File: src/rtl/cla8b_result_display.sv
// cla8b_result_display: captures the 9-bit adder result {cout,sum}, converts it to BCD
// with a sequential double-dabble FSM, and scans it onto a 4-digit active-low 7-segment display.
// Ports:
//   clk  - system clock, rising edge
//   rst  - asynchronous active-high reset
//   sum  - adder sum bits [7:0]
//   cout - adder carry-out, bit 8 of the displayed value
//   load - level-sampled capture strobe, honoured only while idle
//   an   - active-low one-hot digit enables (an[0] = ones digit)
//   seg  - active-low segments {g,f,e,d,c,b,a}
//   dp   - active-low decimal point, always off
//   bcd  - last converted value {hundreds,tens,ones}
//   busy - conversion in progress
//   done - one-cycle pulse when bcd and the display update
module cla8b_result_display #(
    parameter int SCAN_DIV = 50000
) (
    input  logic        clk,
    input  logic        rst,
    input  logic [7:0]  sum,
    input  logic        cout,
    input  logic        load,
    output logic [3:0]  an,
    output logic [6:0]  seg,
    output logic        dp,
    output logic [11:0] bcd,
    output logic        busy,
    output logic        done
);
    localparam logic [15:0] SCAN_LAST = 16'(SCAN_DIV - 1);

    typedef enum logic {IDLE, CONVERT} state_t;

    state_t      state_q, state_d;
    logic [8:0]  shift_q, shift_d;
    logic [11:0] work_q, work_d, adj;
    logic [3:0]  iter_q, iter_d;
    logic [11:0] bcd_q, bcd_d;
    logic        done_q, done_d;
    logic [15:0] scan_q, scan_d;
    logic [1:0]  sel_q, sel_d;
    logic [3:0]  an_q, an_d;
    logic [6:0]  seg_q, seg_d;
    logic [3:0]  digit;
    logic        blank;

    function automatic logic [6:0] decode(input logic [3:0] d);
        case (d)
            4'd0:    decode = 7'b1000000;
            4'd1:    decode = 7'b1111001;
            4'd2:    decode = 7'b0100100;
            4'd3:    decode = 7'b0110000;
            4'd4:    decode = 7'b0011001;
            4'd5:    decode = 7'b0010010;
            4'd6:    decode = 7'b0000010;
            4'd7:    decode = 7'b1111000;
            4'd8:    decode = 7'b0000000;
            4'd9:    decode = 7'b0010000;
            default: decode = 7'b1111111;
        endcase
    endfunction

    // Double-dabble correction: any nibble >= 5 gets +3 before the shift
    always_comb begin
        adj[3:0]  = work_q[3:0]  >= 4'd5 ? work_q[3:0]  + 4'd3 : work_q[3:0];
        adj[7:4]  = work_q[7:4]  >= 4'd5 ? work_q[7:4]  + 4'd3 : work_q[7:4];
        adj[11:8] = work_q[11:8] >= 4'd5 ? work_q[11:8] + 4'd3 : work_q[11:8];
    end

    always_comb begin
        state_d = state_q;
        shift_d = shift_q;
        work_d  = work_q;
        iter_d  = iter_q;
        bcd_d   = bcd_q;
        done_d  = 1'b0;
        if (state_q == IDLE) begin
            if (load) begin
                shift_d = {cout, sum};
                work_d  = '0;
                iter_d  = '0;
                state_d = CONVERT;
            end
        end else begin
            shift_d = {shift_q[7:0], 1'b0};
            work_d  = {adj[10:0], shift_q[8]};
            iter_d  = iter_q + 4'd1;
            if (iter_q == 4'd8) begin
                bcd_d   = work_d;
                done_d  = 1'b1;
                state_d = IDLE;
            end
        end
    end

    // Display path looks at the next select so an and seg change on the same edge
    always_comb begin
        scan_d = scan_q == SCAN_LAST ? '0 : scan_q + 16'd1;
        sel_d  = scan_q == SCAN_LAST ? sel_q + 2'd1 : sel_q;
        digit  = sel_d == 2'd0 ? bcd_q[3:0] : sel_d == 2'd1 ? bcd_q[7:4] : bcd_q[11:8];
        blank  = sel_d == 2'd3 || (sel_d == 2'd2 && bcd_q[11:8] == 4'd0)
              || (sel_d == 2'd1 && bcd_q[11:4] == 8'd0);
        an_d   = ~(4'b0001 << sel_d);
        seg_d  = blank ? 7'b1111111 : decode(digit);
    end

    always_ff @(posedge clk or posedge rst) begin
        if (rst) begin
            state_q <= IDLE;
            shift_q <= '0;
            work_q  <= '0;
            iter_q  <= '0;
            bcd_q   <= '0;
            done_q  <= 1'b0;
            scan_q  <= '0;
            sel_q   <= '0;
            an_q    <= 4'b1110;
            seg_q   <= 7'b1000000;
        end else begin
            state_q <= state_d;
            shift_q <= shift_d;
            work_q  <= work_d;
            iter_q  <= iter_d;
            bcd_q   <= bcd_d;
            done_q  <= done_d;
            scan_q  <= scan_d;
            sel_q   <= sel_d;
            an_q    <= an_d;
            seg_q   <= seg_d;
        end
    end

    assign an   = an_q;
    assign seg  = seg_q;
    assign dp   = 1'b1;
    assign bcd  = bcd_q;
    assign busy = state_q == CONVERT;
    assign done = done_q;
endmodule

File: config.mk
export PLATFORM = sky130hd
export DESIGN_NAME = cla8b_result_display
export DESIGN_NICKNAME = d
export VERILOG_FILES = /design/src/rtl/cla8b_result_display.sv
export SDC_FILE = /design/constraint.sdc
export NUM_CORES = 1
export LEC_CHECK = 0
export CAP_MARGIN = 15
export CELL_PAD_IN_SITES_DETAIL_PLACEMENT = 0
export CELL_PAD_IN_SITES_GLOBAL_PLACEMENT = 1
export CORE_ASPECT_RATIO = 0.8
export CORE_MARGIN = 2
export CORE_UTILIZATION = 30
export DETAILED_ROUTE_END_ITERATION = 8
export GPL_TIMING_DRIVEN = 0
export PLACE_DENSITY = 0.62
export SYNTH_ARGS = -nofsm -noshare
export SYNTH_HDL_FRONTEND = slang
export SYNTH_SLANG_ARGS = --single-unit
File: constraint.sdc
create_clock -name clk -period 2.55 [get_ports clk]
set_input_delay 0.3825 -clock clk [delete_from_list [all_inputs] [get_ports clk]]
set_output_delay 0.3825 -clock clk [all_outputs]
set_load 0.1 [all_outputs]
==> results of run 1 <==
## sequential cells by signal (all words and copies together), names as in the netlist
register	flops
done	1
an	4
iter_q	4
sel_q	2
bcd	12
shift_q	9
scan_q	16
work_q	12
busy	1
seg	7
## final timing paths
path                              end  slack, ns  cells past startpoint
setup / recovery               seg[3]        0.1                     10
hold / removal             shift_q[4]       0.49                      2
setup reg to reg               seg[3]        0.1                     10
hold reg to reg            shift_q[4]       0.49                      2
max in group asynchronous   scan_q[7]       1.38                      2
min in group asynchronous        done       0.58                      2
## stage by stage
| stage | cell area, sq um | power, uW | setup slack [ns] | TNS [ns] | util [%] |
|---|---|---|---|---|---|
| 2_1_floorplan | 3433 | 3731 | 0.01958 | 0 | - |
| 5_1_grt | 4464 | 6001 | -0.01114 | -0.01114 | 40.52 |
| 3_3_place_gp | 3974 | 4348 | -0.8343 | -55.07 | 36.07 |
| 4_1_cts | 4369 | 5634 | 0.01785 | 0 | 39.65 |
| 6_report | 4464 | 5619 | 0.09611 | 0 | 40.52 |
| 3_5_place_dp | 3976 | 4388 | -0.3733 | -1.392 | 36.09 |
## power by group
group	internal, uW	switching, uW	total (uW)
Combinational	880	1880	2760
Sequential	1420	285	1700
Clock	723	436	1160
Total	3020	2600	5620
## cells by family (layout without fill, tap and decap cells)
family / Yosys count / count (layout) / synth area share [%]
adders and majority gates: 10 / 10 / 3.644
xor gates and xnor gates: 21 / 21 / 5.357
other: 1 / 1 / 0.1092
and+or+nand+nor: 133 / 133 / 20.04
buffers and inverters: 31 / 94 / 4.009
AOI/OAI and AO/OA: 63 / 63 / 10.93
DFF: 68 / 68 / 49.71
muxes: 21 / 21 / 6.195
## layer usage
metal / vias to the layer above / GRT usage, %
met2: 44 / 22.49
li1: 1318 / -
met5: - / 0
met1: 1305 / 19.17
met3: 6 / 3.498
met4: 0 / 4.196
## worst min-delay path, delay by kind of cell (launching register included)
kind | cells | cell delay (ns)
flops | 1 | 0.34
compound gates | 1 | 0.06
simple gates | 1 | 0.05
## synthesized netlist by cell type, drive strengths merged (4+ instances only)
cell	count	area [sq um]
ha	10	125.1
dfstp	4	105.1
nand4	4	25.02
dfrtp	64	1602
o21ai	29	145.1
a21oi	16	80.08
nand2	46	172.7
xor2	8	70.07
clkbuf	10	37.54
buf	9	55.05
nor3b	5	37.54
and3	8	50.05
nand3	16	80.08
nand2b	17	106.4
nor2	19	71.32
inv	12	45.04
nor3	4	20.02
o31ai	4	30.03
xnor2	13	113.9
mux2i	19	190.2
## final cells by class
type                            instances  area (sq um)  share of cell area [%]
Multi-Input combinational cell        249          1693                   37.92
Inverter                               12         47.55                   1.065
Clock buffer                           12         266.5                   5.970
Timing Repair Buffer                   52         485.5                   10.87
Sequential cell                        68          1708                   38.26
Clock inverter                          2         10.01                  0.2242
Tap cell                              144         180.2                   4.036
Buffer                                 16         73.82                   1.654
## what timing repair did
action	in CTS	in global routing
endpoints found under the setup margin	5	7
buffers inserted	10	5
cloned	0	1
hold buffers	0	0
pin swaps	5	9
resized for setup	11	21
==> results.cfg, run 1 <==
[final_layout]
antenna_cells = 0
syn2layout_area_growth_pct = 30.03
mostFrequentLayoutCells = 63 x dfrtp_1, 46 x nand2_1, 36 x clkdlybuf4s50_1, 27 x o21ai_0, 19 x nor2_1
final_common_cell = dfrtp_1
nets = 430
fin_cells = 555
fill_cells = 1086
drive_above_1_share_pct = 15.33

[clock_tree]
cts_buffer_depth = 2
cts_root_buf = clkbuf_16
insertion_delay_ns = 0.33
cts_sinks = 68
htreeDepth = 3
cts-buffers-inserted = 9
cts.clk_slew.worst_paths_ns = 0.06
tritoncts = built

[worst_setup_path]
critPathLaunchType = flip-flop
cp_cell_sequence = ha_2 > and3_4 > buf_6 > nand4_1 > buf_6 > nand3_2 > nand4_1 > a311o_2 > or4_1 > nand3b_1
crit_path_max_incr_delay_ns = 0.47
crit_start = scan_q[1]
reg2reg_from = scan_q[1]
cp.arrival_ns = 2.71
path_buf_inv = 2
crit_type = flip-flop to flip-flop
cp_top_family = simple AND/OR/NAND/NOR gates
critPathRequiredTime_ns = 2.81
end_kind = flip-flop
cp_max_fo = 6
crit_path_top_delay_cell = or4_1

[global_routing]
antenna_found_initial = 0
grt_pass1_wl_microns = 13670
grt_overflow_total = 0
grt_max_degree = 69
grt_usage_pct = 14.19
grt_pass1_vias = 2774

[yosys]
yosys_warnings = 0
synth-seq-cells = 68
ys_seq_area_share_pct = 49.71
ys_types = 49
syn_nets = 370
synth_edf_count = 0
avgSynthCellArea_sq_um = 9.866
async_flop_share_pct = 100.0
syn_area_sq_um = 3433
synth_cells = 348
ys.flop_type = dfrtp_1

[drt]
met3WireLength_microns = 288
routedWlPerCell_microns = 14.13
vias_per_cell = 4.816
wl_met2_microns = 3645
antenna_left = 0
first_pass_iters = 4
drt_iter0_drc = 133
drcViolationCount = 0
wl_microns = 7843
top_layer = met4
wirelength_met1_microns = 3835
num_vias = 2673

[sta]
hold_ws_ns = 0.4850
slew_violations = 0
rsz0062_at_grt = true
hold_violations = 0
setup-violations-final = 0
tightestPinTransition_ns = 0.9715
max_freq_mhz = 407.5
maxSlewHeadroom_pct = 35.03
period_minus_slack_ns = 2.454
min_period_over_period_pct = 96.23
skew_ns = 0.003981

[floorplan]
start_util_pct = 31.16
core-area_sq_um = 11020
pin_count = 38
die_area_sq_um = 12320
die_x_microns = 123.6
rows = 34
fp.dieH_microns = 99.69

[placement]
io_buffers = 36
gp_congestion = 0.7650
dpl.cell_count = 528
dp_hpwl_microns = 5278

[power]
power.density_nw_per_um2 = 1259
ir_drop_mv = 0.5134
p_leak_uw = 0.001989

[outcome]
status = complete, no violations

[worst_hold_path]
min_path_type = flip-flop to flip-flop
holdCritStartpoint = shift_q[3]

[run]
max_cap_violations = 0
No activity file was read; power rests on OpenSTA's default activity.
==> inputs of run 2 (changes only) <==
- PLACE_DENSITY: 0.62 -> default
- PLACE_DENSITY_LB_ADDON: default -> 0.1
==> run 2 against run 1 <==
- fmax grew 1.4%
- cell area down 0.34%
- flip-flop and latch count is the same
- setup slack gained 0.034 ns
- die area stayed put
- via count down 1.8%
- critical path type unchanged
==> results.cfg, run 2 (synthesis gave the netlist of run 1 again) <==
[final_layout]
mostFrequentLayoutCells = 64 x dfrtp_1, 46 x nand2_1, 36 x clkdlybuf4s50_1, 29 x o21ai_0, 20 x buf_4
final_cell_area_sq_um = 4449
syn2layout_area_growth_pct = 29.59
drive_above_1_share_pct = 13.43
nets = 434
top_register = scan_q
final_common_cell = dfrtp_1
antenna_cells = 0
largest_reg_flops = 16

[drt]
antenna_left = 0
wl_microns = 7900
first_pass_iters = 4
vias_per_cell = 4.679
num_vias = 2625
routedWlPerCell_microns = 14.08
drt_iter0_drc = 117
drcViolationCount = 0

[placement]
dp_slack_ns = -0.3295
dp_hpwl_microns = 5462
gp_congestion = 0.7691
io_buffers = 36
place_area_sq_um = 4004

[global_routing]
antenna_found_initial = 0
grt_usage_pct = 14.21
grt_pass1_vias = 2627
grt_max_degree = 61
grt_overflow_total = 0
grt_pass1_wl_microns = 13540

[sta]
maxSlewHeadroom_pct = 34.89
max_freq_mhz = 413.3
min_period_over_period_pct = 94.89
tightestPinTransition_ns = 0.9736
slew_violations = 0
hold_violations = 0
layout_setup_ws_ns = 0.1303
skew_ns = 0.006805
tns_ns = 0
setup-violations-final = 0
period_minus_slack_ns = 2.420

[clock_tree]
cts_root_buf = clkbuf_16
cts_buffer_depth = 2
insertion_delay_ns = 0.34
htreeDepth = 3
cts_sinks = 68
tritoncts = built
cts.clk_slew.worst_paths_ns = 0.05
cts-buffers-inserted = 9

[power]
p_leak_uw = 0.002004
p_clk_share_pct = 20.2
swShare_pct = 46.69
fin_total_pwr_uw = 5585
power.internal_uw = 2977
seqPwrFrac_pct = 30.5
ir_drop_mv = 0.5097
power_frac_comb_pct = 49.4
power.density_nw_per_um2 = 1255
p_switching_uw = 2607

[worst_hold_path]
min_path_type = primary input to async pin

[worst_setup_path]
crit_path_top_delay_cell = or4_1
cp.arrival_ns = 2.69
critPathLaunchType = flip-flop
crit_path_max_incr_delay_ns = 0.56
cp_max_fo = 7
end_kind = flip-flop
crit_type = flip-flop to flip-flop
cp_cell_sequence = ha_2 > and3_4 > nand4_1 > buf_4 > and3_1 > a311oi_2 > o211ai_2 > or4_1 > nand3b_1
critPathRequiredTime_ns = 2.82

[floorplan]
rows = 34
die_x_microns = 123.6
fp.dieH_microns = 99.69
core-area_sq_um = 11020
die_area_sq_um = 12320
start_util_pct = 31.16
pin_count = 38

[outcome]
status = complete, no violations

[run]
max_cap_violations = 0
==> run 2: cell count changes in the layout (fill, tap and decap cells not counted), moves of 2 or more <==
cell,before,now
buf_4,14,20
buf_6,3,1
clkbuf_1,9,13
clkbuf_8,3,1
nand3_1,14,16
nand3_2,2,0
o21ai_0,27,29
o21ai_1,2,0
==> run 2: timing repair <==
item                       CTS  global route
setup endpoints to repair    5             6
buffers inserted             9             9
pin swaps                    4             8
gates resized for setup      9             6
hold buffers                 0             0
==> run 2: critical path, delay by kind of cell, from the launching register on <==
| family | cells | cell delay [ns] |
|---|---|---|
| AO/OA/AOI/OAI | 2 | 0.46 |
| adder cells (fa/ha/maj) | 1 | 0.19 |
| buffers and inverters | 1 | 0.18 |
| flip-flops | 1 | 0.36 |
| AND/OR/NAND/NOR | 5 | 1.15 |
==> run 2: per-stage QoR <==
step                      util, %  hold WS (ns)  cells
final                       40.38        0.2911    561
after detailed placement    36.34        0.4669    529
after global placement      36.07        0.4598    528
after global routing        40.38        0.3109    561
after floorplan                 -        0.4492    348
after CTS                   39.62        0.2926    552
==> run 2: power groups by stage <==
stage | combinational, uW | clock (uW) | sequential, uW
after CTS | 2740 | 1160 | 1700
final | 2760 | 1130 | 1700
after detailed placement | 2680 | 0 | 1720
after global placement | 2650 | 0 | 1710
after floorplan | 1080 | 0 | 2650
after global routing | 3010 | 1210 | 1750
==> run 2: final cells by class <==
| cell class | instances | area [sq um] |
|---|---|---|
| Timing Repair Buffer | 55 | 523.0 |
| Multi-Input combinational cell | 249 | 1648 |
| Clock buffer | 14 | 254.0 |
| Fill cell | 1096 | 6569 |
| Inverter | 12 | 47.55 |
| Clock inverter | 2 | 10.01 |
| Tap cell | 144 | 180.2 |
| Sequential cell | 68 | 1707 |
| Buffer | 17 | 80.08 |
==> run 2: layer usage <==
layer | share of wire (%) | global-route usage, % | up-vias
met3 | 3.8 | 4.358 | 15
met4 | 1.8 | 5.245 | 0
met2 | 42 | 20.08 | 45
met1 | 52 | 20.32 | 1240
li1 | - | - | 1325
met5 | 0 | 0 | -
==> run 2: final timing paths <==
path,startpoint,to,slack (ns),cells past startpoint
max,scan_q[0],seg[3],0.13,9
min,rst,scan_q[0],0.29,2
max reg2reg,scan_q[0],seg[3],0.13,9
min reg2reg,shift_q[2],shift_q[3],0.48,2
max in group asynchronous,rst,seg[6],1.69,3
min in group clk,shift_q[2],shift_q[3],0.48,2
==> inputs of run 3 (changes only) <==
- ABC_AREA: default -> 1
- SETUP_SLACK_MARGIN: default -> 0.02
==> run 3 against run 2 <==
- area after synthesis fell by 2.2%
- fmax rose by 2.4%
- via count fell by 0.61%
- wire length fell by 3.9%
- sequential share of layout area rose by 1.5 points
- largest power group unchanged
==> results.cfg, run 3 <==
[outcome]
status = complete, no violations

[worst_setup_path]
cp.arrival_ns = 1.98
critPathRequiredTime_ns = 2.17
critPathLaunchType = flip-flop
crit_path_max_incr_delay_ns = 1.12
cp_top_family = buffers and inverters
reg2reg_from = scan_q[0]
crit_start = an[1]
crit_path_top_delay_cell = clkdlybuf4s50_1
end_kind = primary output
cp_cell_sequence = clkdlybuf4s50_1
path_buf_inv = 1
cp_max_fo = 1
crit_type = flip-flop to primary output

[drt]
top_layer = met4
routedWlPerCell_microns = 13.20
met3WireLength_microns = 382
antenna_left = 0
drt_iter0_drc = 118
wl_microns = 7590
wl_met2_microns = 3071
drcViolationCount = 0
wirelength_met1_microns = 4014
num_vias = 2609
first_pass_iters = 4
vias_per_cell = 4.537

[final_layout]
fin_cells = 575
nets = 448
top_register = scan_q
drive_above_1_share_pct = 12.06
syn2layout_area_growth_pct = 27.45
final_common_cell = nand2_1
final_cell_area_sq_um = 4282
mostFrequentLayoutCells = 88 x nand2_1, 64 x dfrtp_1, 46 x inv_1, 36 x clkdlybuf4s50_1, 29 x o21ai_0
largest_reg_flops = 16
antenna_cells = 0
final_util_pct = 39.32

[clock_tree]
cts_buffer_depth = 2
cts_hold_buf = 0
postCtsSetupBuffers = 0
cts.clk_slew.worst_paths_ns = 0.06
cts-buffers-inserted = 9
cts_root_buf = clkbuf_16
post_cts_resized = 0
tritoncts = built
cts_sinks = 68
insertion_delay_ns = 0.33
htreeDepth = 3

[power]
seqPwrFrac_pct = 29.1
power.density_nw_per_um2 = 1320
p_clk_share_pct = 26.0
ir_drop_mv = 1.012
fin_total_pwr_uw = 5652
swShare_pct = 45.16
power.internal_uw = 3099
p_leak_uw = 0.002067
power_frac_comb_pct = 44.8
p_switching_uw = 2553

[floorplan]
die_area_sq_um = 12070
core-area_sq_um = 10890
fp.dieH_microns = 98.65
die_x_microns = 122.3
rows = 34
pin_count = 38
start_util_pct = 30.85

[yosys]
ys_seq_area_share_pct = 50.80
avgSynthCellArea_sq_um = 8.887
yosysMostFrequentCell = nand2_1
synth-seq-cells = 68
synth_adder_area_share_pct = 3.724
synth_top_family_by_area = simple AND/OR/NAND/NOR gates
synth_edf_count = 0
synth_xor_area_share_pct = 1.825
synth_compound_area_share_pct = 10.88
synth-simple-area-share_pct = 25.44
synth.top_cell.area_share_pct = 47.67
synth_cells = 378
synthTopCellsByArea = dfrtp_1 48%, nand2_1 9.8%, inv_1 5.3%
yosys_warnings = 0
ys.flop_type = dfrtp_1
syn_nets = 400
async_flop_share_pct = 100.0
yosysTopAreaCell = dfrtp_1
ys_types = 44
syn_area_sq_um = 3359
synthMuxAreaShare_pct = 0
ys_top_cells_by_count = 88 x nand2_1, 64 x dfrtp_1, 47 x inv_1

[global_routing]
grt_pass1_vias = 2574
grt_usage_pct = 14.15
grt_overflow_total = 0
grt_pass1_wl_microns = 13100
grt_max_degree = 48
antenna_found_initial = 0

[sta]
max_freq_mhz = 423.2
skew_ns = 0.005258
slew_violations = 0
hold_violations = 0
rsz0062_at_grt = false
period_minus_slack_ns = 2.363
setup-violations-final = 0
min_period_over_period_pct = 92.67
tightestPinTransition_ns = 0.9977
maxSlewHeadroom_pct = 33.28

[placement]
gp_congestion = 0.7876
dp_hpwl_microns = 5532
io_buffers = 36
place_area_sq_um = 3930
dpl.cell_count = 559

[run]
max_cap_violations = 0

[worst_hold_path]
min_path_type = primary input to async pin
run 3: cell types whose count changed in the layout (fill, tap and decap cells not counted), moves of 11 or more:
cell | previous run | this run
buf_4 | 20 | 1
inv_1 | 10 | 46
mux2i_1 | 18 | 0
nand2_1 | 46 | 88
nand2b_1 | 17 | 0
o22ai_1 | 0 | 11
xnor2_1 | 13 | 1
run 3: per-stage QoR:
stage	setup TNS (ns)	hold WS (ns)	worst slack [ns]
after floorplan	0	0.4329	0.4626
after global placement	-62.98	0.4512	-0.9746
after detailed placement	0	0.4522	0.2426
after CTS	0	0.3688	0.1671
after global routing	0	0.3898	0.02829
final	0	0.3614	0.1870
run 3: power groups by stage:
stage / Combinational (uW) / Clock [uW] / Sequential [uW]
global route: 2760 / 1560 / 1700
finish: 2530 / 1470 / 1650
floorplan: 984 / 0 / 2590
global placement: 2530 / 0 / 1670
detailed placement: 2560 / 0 / 1660
CTS: 2560 / 1510 / 1650
run 3: cells by family after synthesis:
group                      count (synthesis)
and+or+nand+nor                          168
xor gates and xnor gates                   7
adders and majority gates                 10
buffers and inverters                     62
DFF                                       68
AOI/OAI and AO/OA                         62
other                                      1
run 3: final timing paths:
path	end	slack (ns)	cells after the start
min in group clk	scan_q[0]	0.45	1
max reg2reg	seg[3]	0.29	16
min	scan_q[11]	0.36	2
max in group asynchronous	an[1]	1.61	3
min reg2reg	scan_q[0]	0.45	1
max	an[1]	0.19	1
run 3: cell type report:
type                    instances  area [sq um]
inverters                      54         211.5
fillers                      1141          6609
flip-flops and latches         68          1707
repair buffers                 37         387.9
clock inverters                 4         95.09
clock buffers                  12         256.5
multi-input cells             248          1410
plain buffers                   8         33.78
well taps                     144         180.2
run 3: routing by layer:
layer | track usage, % | vias up
met5 | 0 | -
met4 | 4.863 | 0
met3 | 4.051 | 10
met2 | 19.40 | 58
met1 | 21.13 | 1212
li1 | - | 1329
